$ cat config.mk
export PLATFORM = sky130hd
export DESIGN_NAME = id_ex_reg
export DESIGN_NICKNAME = d
export VERILOG_FILES = /design/src/rtl/id_ex_reg.sv
export SDC_FILE = /design/constraint.sdc
export NUM_CORES = 1
export LEC_CHECK = 0
export ABC_AREA = 1
export CAP_MARGIN = 20
export CORE_AREA = 2 2 117 119
export DETAILED_ROUTE_END_ITERATION = 8
export DIE_AREA = 0 0 119 121
export GPL_TIMING_DRIVEN = 1
export PLACE_DENSITY = 0.81
export SETUP_SLACK_MARGIN = 0.3
export SYNTH_ARGS = -nofsm -noshare
export SYNTH_HDL_FRONTEND = slang
export SYNTH_SLANG_ARGS = --single-unit
$ cat constraint.sdc
create_clock -name clk -period 1.9 [get_ports clk]
set_input_delay 0.57 -clock clk [delete_from_list [all_inputs] [get_ports clk]]
set_output_delay 0.57 -clock clk [all_outputs]
set_load 0.03 [all_outputs]
$ cat src/rtl/id_ex_reg.sv
// ID/EX pipeline register with bubble insertion, stall hold and load-use hazard detection.
// Define ID_EX_FORWARD_EN to build in EX-stage operand forwarding and forward capture on stall.
module id_ex_reg (
    input  logic        clk,
    input  logic        rst_n,
    input  logic        in_valid,
    input  logic        stall,
    input  logic        flush,
    input  logic [31:0] id_rs_data,
    input  logic [31:0] id_rt_data,
    input  logic [15:0] id_imm,
    input  logic [4:0]  id_shamt,
    input  logic [4:0]  id_rs,
    input  logic [4:0]  id_rt,
    input  logic [4:0]  id_dst,
    input  logic [3:0]  id_alu_op,
    input  logic        id_src_imm,
    input  logic        id_imm_zext,
    input  logic        id_shift,
    input  logic        id_reg_write,
    input  logic        id_mem_read,
    input  logic        id_mem_write,
    input  logic        exm_reg_write,
    input  logic [4:0]  exm_dst,
    input  logic [31:0] exm_result,
    input  logic        mwb_reg_write,
    input  logic [4:0]  mwb_dst,
    input  logic [31:0] mwb_result,
    output logic        ex_valid,
    output logic [31:0] ex_inputA,
    output logic [31:0] ex_inputB,
    output logic [31:0] ex_store_data,
    output logic [3:0]  ex_operation,
    output logic [4:0]  ex_dst,
    output logic        ex_reg_write,
    output logic        ex_mem_read,
    output logic        ex_mem_write,
    output logic        hazard
);

    typedef struct packed {
        logic        valid;
        logic [31:0] rs_data;
        logic [31:0] rt_data;
        logic [31:0] imm_ext;
        logic [4:0]  shamt;
        logic [4:0]  rs;
        logic [4:0]  rt;
        logic [4:0]  dst;
        logic [3:0]  alu_op;
        logic        src_imm;
        logic        shift;
        logic        reg_write;
        logic        mem_read;
        logic        mem_write;
    } ex_stage_t;

    ex_stage_t   stage_q;
    ex_stage_t   stage_d;
    ex_stage_t   bubble;
    ex_stage_t   load;
    logic [31:0] src_a;
    logic [31:0] src_b;

    // ALU opcode 4'b1111 yields a zero result, so a bubble is harmless downstream.
    always_comb begin
        bubble        = '0;
        bubble.alu_op = 4'b1111;
    end

    always_comb begin
        load.valid     = 1'b1;
        load.rs_data   = id_rs_data;
        load.rt_data   = id_rt_data;
        load.imm_ext   = id_imm_zext ? {16'b0, id_imm} : {{16{id_imm[15]}}, id_imm};
        load.shamt     = id_shamt;
        load.rs        = id_rs;
        load.rt        = id_rt;
        load.dst       = id_dst;
        load.alu_op    = id_alu_op;
        load.src_imm   = id_src_imm;
        load.shift     = id_shift;
        load.reg_write = id_reg_write;
        load.mem_read  = id_mem_read;
        load.mem_write = id_mem_write;
    end

`ifdef ID_EX_FORWARD_EN
    logic exm_hit_a;
    logic exm_hit_b;
    logic mwb_hit_a;
    logic mwb_hit_b;

    assign exm_hit_a = exm_reg_write && (exm_dst != 5'd0) && (exm_dst == stage_q.rs);
    assign exm_hit_b = exm_reg_write && (exm_dst != 5'd0) && (exm_dst == stage_q.rt);
    assign mwb_hit_a = mwb_reg_write && (mwb_dst != 5'd0) && (mwb_dst == stage_q.rs);
    assign mwb_hit_b = mwb_reg_write && (mwb_dst != 5'd0) && (mwb_dst == stage_q.rt);

    // The younger producer (EX/MEM) wins over MEM/WB.
    always_comb begin
        if (exm_hit_a) begin
            src_a = exm_result;
        end else if (mwb_hit_a) begin
            src_a = mwb_result;
        end else begin
            src_a = stage_q.rs_data;
        end
    end

    always_comb begin
        if (exm_hit_b) begin
            src_b = exm_result;
        end else if (mwb_hit_b) begin
            src_b = mwb_result;
        end else begin
            src_b = stage_q.rt_data;
        end
    end
`else
    logic unused_fwd;

    assign src_a      = stage_q.rs_data;
    assign src_b      = stage_q.rt_data;
    assign unused_fwd = ^{exm_result, mwb_reg_write, mwb_dst, mwb_result, stage_q.rs, stage_q.rt};
`endif

    always_comb begin
        stage_d = stage_q;
        if (flush || !in_valid) begin
            stage_d = bubble;
        end else if (stall) begin
`ifdef ID_EX_FORWARD_EN
            // Capture forwarded operands so they outlive the producer's retirement.
            stage_d.rs_data = src_a;
            stage_d.rt_data = src_b;
`endif
        end else begin
            stage_d = load;
        end
    end

    always_ff @(posedge clk or negedge rst_n) begin
        if (!rst_n) begin
            stage_q <= bubble;
        end else begin
            stage_q <= stage_d;
        end
    end

    assign ex_valid      = stage_q.valid;
    assign ex_inputA     = stage_q.shift ? {27'b0, stage_q.shamt} : src_a;
    assign ex_inputB     = stage_q.src_imm ? stage_q.imm_ext : src_b;
    assign ex_store_data = src_b;
    assign ex_operation  = stage_q.alu_op;
    assign ex_dst        = stage_q.dst;
    assign ex_reg_write  = stage_q.reg_write;
    assign ex_mem_read   = stage_q.mem_read;
    assign ex_mem_write  = stage_q.mem_write;

    logic load_use;

    assign load_use = stage_q.valid && stage_q.mem_read && (stage_q.dst != 5'd0) &&
                      ((stage_q.dst == id_rs) || (stage_q.dst == id_rt));

`ifdef ID_EX_FORWARD_EN
    assign hazard = load_use;
`else
    // Without forwarding, any in-flight writer of an ID source must drain first.
    function automatic logic raw_conflict(input logic [4:0] src);
        logic ex_hit;
        logic exm_hit;
        ex_hit  = stage_q.valid && stage_q.reg_write && (stage_q.dst == src);
        exm_hit = exm_reg_write && (exm_dst == src);
        return (src != 5'd0) && (ex_hit || exm_hit);
    endfunction

    assign hazard = load_use || raw_conflict(id_rs) || raw_conflict(id_rt);
`endif

endmodule

==> results of run 1 <==
## state kept, by name, indices dropped and copies added, names as in the netlist
name	cells
ex_reg_write	1
ex_operation	4
ex_dst	5
stage_q	24
ex_valid	1
ex_mem_read	1
ex_mem_write	1
src_a	32
ex_store_data	32
## stage by stage
stage	util, %	std cells	worst slack, ns	hold WS [ns]	instance area [sq um]
floorplan	-	600	0.0808	0.274	5210
global placement	56.6	957	-0.630	0.467	7410
detailed placement	56.6	957	-0.611	0.481	7410
CTS	65.0	995	-0.299	0.123	8510
global route	67.5	1004	-0.296	0.135	8830
finish	67.5	1004	-0.240	0.123	8830
## metal layers
metal	wire length [um]	vias up	global-route usage, %
met4	293	0	8.18
met1	7150	2272	29.3
met2	8520	183	39.9
li1	-	2310	-
met3	1180	24	6.30
met5	0	-	0
## synth_stat cells
cell type,count
buf_2,6
dfrtp_1,97
inv_1,87
a21oi_1,4
a22o_1,26
nor2_4,1
o22ai_1,1
nor2_2,2
nand2_1,134
o31ai_1,1
xnor2_1,2
inv_2,3
clkbuf_1,15
o21ai_1,13
buf_4,50
nor2_1,39
o21ai_0,96
nand3_1,9
o22a_1,4
dfstp_2,4
nand4_1,2
nor3_1,4
## area by class of cell
cell class / instances / area [sq um]
Clock buffer: 11 / 253
Clock inverter: 4 / 80.1
Fill cell: 997 / 4250
Inverter: 90 / 338
Multi-Input combinational cell: 338 / 2350
Sequential cell: 101 / 2540
Tap cell: 176 / 220
Timing Repair Buffer: 284 / 3050
## worst max-delay path by stage
stage          slack (ns)        from            to  cells past startpoint
3_5_place_dp        -0.61    id_rs[2]        hazard                     10
6_report            -0.24   ex_dst[1]        hazard                      8
5_1_grt             -0.30   ex_dst[1]        hazard                      8
3_3_place_gp        -0.63    id_rs[2]        hazard                     10
4_1_cts             -0.30   ex_dst[1]        hazard                      8
2_1_floorplan        0.08  stage_q[4]  ex_inputB[0]                      2
## power by group
part | leakage [nW] | switching, mW | internal (mW)
registers | 1.36 | 0.0469 | 2.22
logic | 2.65 | 0.564 | 0.546
clock network | 0.164 | 0.837 | 1.23
## cells by family after synthesis
family	Yosys count	synth area share (%)
AO/OA/AOI/OAI	145	17.0
XOR/XNOR	2	0.354
buffers and inverters	161	16.2
flip-flops	101	51.2
AND/OR/NAND/NOR	191	15.2
## repair_timing
item | in CTS | in global routing
pin swaps | 45 | 21
gates cloned | 10 | 4
gates resized for setup | 368 | 131
endpoints found under the setup margin | 112 | 184
hold buffers | 0 | 0
buffers inserted | 13 | 5
## critical path, stage by stage (launching register included)
cell     delay (ns)
dfrtp_1        0.44
inv_2          0.12
nand2_2        0.07
a21oi_4        0.16
nand4_1        0.10
nand2_1        0.09
nand2_2        0.07
nand3_4        0.06
buf_6          0.12
==> impl_metrics.csv, run 1 <==
group,metric,value,unit
routing,viasPerCell,4.77,
worst_setup_path,worstSetupEndpointType,"primary output",
global_routing,grt_pass1_wl,26600,um
placed_design,io_buffer_count,230,
worst_setup_path,path_class,"reg2out",
logic_synthesis,avgSynthCellArea,8.24,sq um
worst_setup_path,r2r_start,"stage_q[4]",
worst_setup_path,rr_worst_depth,3,
layout,diodes,0,
clock_network,cts_buffers,9,
layout,mostFrequentLayoutCells,"nand2_1 (106), clkdlybuf4s50_1 (102), dfrtp_1 (91), buf_6 (85), inv_1 (80)",
logic_synthesis,yosys.area.top_type_share,49.1,%
timing,layout_min_cycle_time,2.14,ns
floorplan,die_area,14400,sq um
floorplan,die_x,119,um
floorplan,core_area,13100,sq um
pwr,p_leak,4.17,nW
routing,drc,0,
routing,wl_per_cell,17.1,um
pwr,power,5.44,mW
clock_network,cts-htree-levels,3,
pwr,p_per_area,616,nW/um^2
floorplan,io_pins,301,
routing,antenna_left,0,
placed_design,hpwl,10400,um
layout,nets,1015,
clock_network,cts.clk_slew.worst_paths,0.07,ns
routing,vias,4789,
timing,setup_tns,-5.55,ns
timing,setup_viol,57,
timing,finalHoldViolCount,0,
logic_synthesis,ys_ff_latch,101,
floorplan,fp.dieH,121,um
logic_synthesis,yosysTopAreaCell,"dfrtp_1",
global_routing,first_global_vias,5004,
layout,synthToLayoutAreaGrowth,78.7,%
job,drv_cap,0,
logic_synthesis,synth_seq_area_share,51.2,%
pwr,ir_drop,0.445,mV
timing,maxSlewHeadroom,75.7,%
outcome,outcome,"finished with violations",
timing,skew,0,ns
logic_synthesis,synth.distinct_cells,22,
clock_network,cts_tree,"built",
clock_network,clkLatencyLatePin,0.34,ns
floorplan,placementRows,42,
global_routing,grt_max_degree,53,
logic_synthesis,yosys_warnings,0,
layout,final_common_cell,"nand2_1",
worst_setup_path,crit_required,1.33,ns
timing,max_freq,0.467,GHz
routing,routed_wl,17100,um
logic_synthesis,syn_nets,791,
logic_synthesis,syn-instance-count,600,
layout,drive_gt1_share,38.2,%
clock_network,clock_path_buffers,2,
global_routing,grt_usage,23.6,%
timing,finalMaxSlewViolations,0,
outcome,violations,"setup timing",
timing,rsz0062_at_grt,"true",
global_routing,grt.overflow.total,0,
worst_setup_path,crit_fanout,4,
timing,worst_slack,-0.240,ns
worst_setup_path,start_kind,"flip-flop",
global_routing,antenna_found_initial,0,
timing,worstMarginPinSlew,0.364,ns
worst_setup_path,arrival,1.57,ns
clock_network,root_buffer,"clkbuf_16",
routing,drt_pass1_iterations,4,
worst_setup_path,worstReg2RegEnd,"stage_q[4]",
floorplan,start_util,37.8,%
worst_setup_path,regToRegSetupSlack,0.78,ns
routing,drt_iter0_markers,213,
logic_synthesis,netlist_area,4940,sq um
logic_synthesis,synthTopCellsByArea,"dfrtp_1 (49%), nand2_1 (10%), o21ai_0 (9.7%)",
hold_path,hold_class,"in2async",
placed_design,gp_congestion,0.930,
clock_network,clkSinkCount,101,
timing,period_share,113,%
Power figures use the tool's default switching activity.
==> inputs of run 2 (changes only) <==
--- a/config.mk
+++ b/config.mk
@@ -7,11 +7,12 @@
 export LEC_CHECK = 0
 export ABC_AREA = 1
 export CAP_MARGIN = 20
-export CORE_AREA = 2 2 117 119
+export CORE_AREA = 2 2 118 120
 export DETAILED_ROUTE_END_ITERATION = 8
-export DIE_AREA = 0 0 119 121
+export DIE_AREA = 0 0 120 122
+export DONT_BUFFER_PORTS = 1
 export GPL_TIMING_DRIVEN = 1
-export PLACE_DENSITY = 0.81
+export PLACE_DENSITY = 0.51
 export SETUP_SLACK_MARGIN = 0.3
 export SYNTH_ARGS = -nofsm -noshare
 export SYNTH_HDL_FRONTEND = slang
==> run 2 against run 1 <==
The flow finishes with violations (hold timing, setup timing). Total power shrank 9.6%. Sequential share of layout area increased by 7.9 points. Clock skew unchanged. Combinational power is 39% lower. Die area increased by 1.7%. Utilization decreased by 16 points. Global-route usage down 4.9 points. Register-to-register slack worse by 0.18 ns. Worst hold slack lost 0.20 ns. Non-clock buffer count shrank 174. Flip-flop and latch count unchanged. Highest routed layer unchanged.
==> impl_metrics.csv, run 2 (same netlist as run 1, synthesis figures left out) <==
group,metric,value,unit
timing,setup_viol,39,
pwr,ir_drop,0.477,mV
worst_setup_path,path_common_cell,"nand2_1",
layout,nets,841,
timing,max_freq,0.489,GHz
hold_path,hold_class,"in2async",
worst_setup_path,path_class,"reg2out",
clock_network,root_buffer,"clkbuf_16",
worst_setup_path,r2r_start,"stage_q[4]",
outcome,violations,"hold timing, setup timing",
layout,finalCoreUtilization,51.3,%
layout,diodes,0,
routing,viasPerCell,4.95,
placed_design,gp_congestion,0.873,
pwr,p_leak,3.20,nW
global_routing,antenna_found_initial,0,
routing,drt_pass1_iterations,4,
floorplan,start_util,36.6,%
global_routing,grt_max_degree,102,
floorplan,placementRows,43,
worst_setup_path,start_kind,"flip-flop",
placed_design,io_buffer_count,0,
timing,layout_min_cycle_time,2.04,ns
worst_setup_path,crit_required,1.33,ns
global_routing,grt_usage,18.7,%
job,drv_cap,0,
timing,finalMaxSlewViolations,0,
global_routing,grt_pass1_wl,21400,um
layout,final_common_cell,"nand2_1",
timing,rsz0062_at_grt,"true",
clock_network,cts_buffers,9,
layout,synthToLayoutAreaGrowth,40.1,%
outcome,outcome,"finished with violations",
clock_network,clkSinkCount,101,
pwr,power,4.92,mW
global_routing,use_met2,30.8,%
routing,antenna_left,0,
placed_design,hpwl,9050,um
clock_network,cts_tree,"built",
timing,whs,-0.0760,ns
placed_design,dp.cells,792,
layout,drive_gt1_share,34.7,%
timing,skew,0,ns
routing,drt_iter0_markers,171,
worst_setup_path,rr_worst_depth,4,
global_routing,busiest_layer,"met2",
global_routing,grt_util_met1,23.4,%
worst_setup_path,crit_fanout,4,
floorplan,fp.dieH,122,um
timing,setup_tns,-2.46,ns
layout,mostFrequentLayoutCells,"nand2_1 (118), dfrtp_1 (92), inv_1 (83), o21ai_0 (59), buf_4 (50)",
floorplan,io_pins,301,
timing,worst_slack,-0.143,ns
global_routing,grt.overflow.total,0,
layout,stdcell_count,835,
worst_setup_path,slowest_stage,"dfrtp_1",
routing,routed_wl,14000,um
worst_setup_path,path_cells,"inv_2, nand2_1, a21oi_2, nand4_1, nand2_1, nand2_2, nand3_4",
worst_setup_path,arrival,1.47,ns
routing,wl_per_cell,16.8,um
clock_network,cts.clk_slew.worst_paths,0.07,ns
floorplan,core_area,13500,sq um
pwr,p_per_area,711,nW/um^2
worst_setup_path,worstSetupEndpointType,"primary output",
floorplan,die_area,14600,sq um
clock_network,cts-htree-levels,3,
worst_setup_path,max_stage_delay,0.42,ns
global_routing,use_met3,6.32,%
timing,finalHoldViolCount,97,
timing,maxSlewHeadroom,74.7,%
timing,period_share,108,%
floorplan,die_x,120,um
clock_network,clock_path_buffers,2,
worst_setup_path,setup.worst_path.start,"ex_dst[1]",
global_routing,first_global_vias,3995,
routing,drc,0,
timing,worstMarginPinSlew,0.379,ns
clock_network,clkLatencyLatePin,0.34,ns
routing,vias,4133,
run 2: final cells by class:
| class | instances | area, sq um |
|---|---|---|
| Fill cell | 1258 | 6580 |
| Timing Repair Buffer | 110 | 1270 |
| Multi-Input combinational cell | 338 | 2230 |
| Tap cell | 180 | 225 |
| Clock buffer | 12 | 246 |
| Clock inverter | 4 | 72.6 |
| Sequential cell | 101 | 2540 |
| Inverter | 90 | 338 |
run 2: metal layers:
metal,vias to the layer above,share of wire (%)
met5,-,0
met4,0,1.4
met3,18,7.4
met2,145,50
met1,2003,41
li1,1967,-
run 2: metrics by stage:
| stage | setup WS (ns) | hold WS (ns) | area, sq um |
|---|---|---|---|
| 2_1_floorplan | 0.0808 | 0.274 | 5210 |
| 3_3_place_gp | 0.0354 | 0.279 | 5670 |
| 3_5_place_dp | 0.0273 | 0.281 | 5670 |
| 4_1_cts | -0.151 | -0.0922 | 6760 |
| 5_1_grt | -0.250 | -0.0983 | 6930 |
| 6_report | -0.143 | -0.0760 | 6930 |
run 2: what timing repair did:
action	in CTS	in global routing
endpoints found under the setup margin	65	67
setup buffers	14	5
resized for setup	125	23
hold endpoints to repair	97	97
cloned	7	1
pin swaps	58	10
run 2: final timing paths:
check | slack, ns | to
setup / recovery | -0.14 | hazard
hold / removal | -0.08 | ex_store_data[18]
setup reg to reg | 0.60 | stage_q[4]
hold reg to reg | 0.49 | stage_q[44]
max in group asynchronous | 1.73 | ex_operation[1]
min in group clk | 0.32 | stage_q[59]
run 2: worst max-delay path: cells and delay by family, from the launching register on:
family,cells,cell delay (ns)
AO/OA/AOI/OAI,1,0.16
buffers and inverters,1,0.10
flip-flops,1,0.42
AND/OR/NAND/NOR,5,0.46
run 2: where the power goes:
group	internal (mW)	switching (mW)
clock	1.19	0.784
combinational	0.262	0.416
sequential	2.22	0.0497
total	3.67	1.25
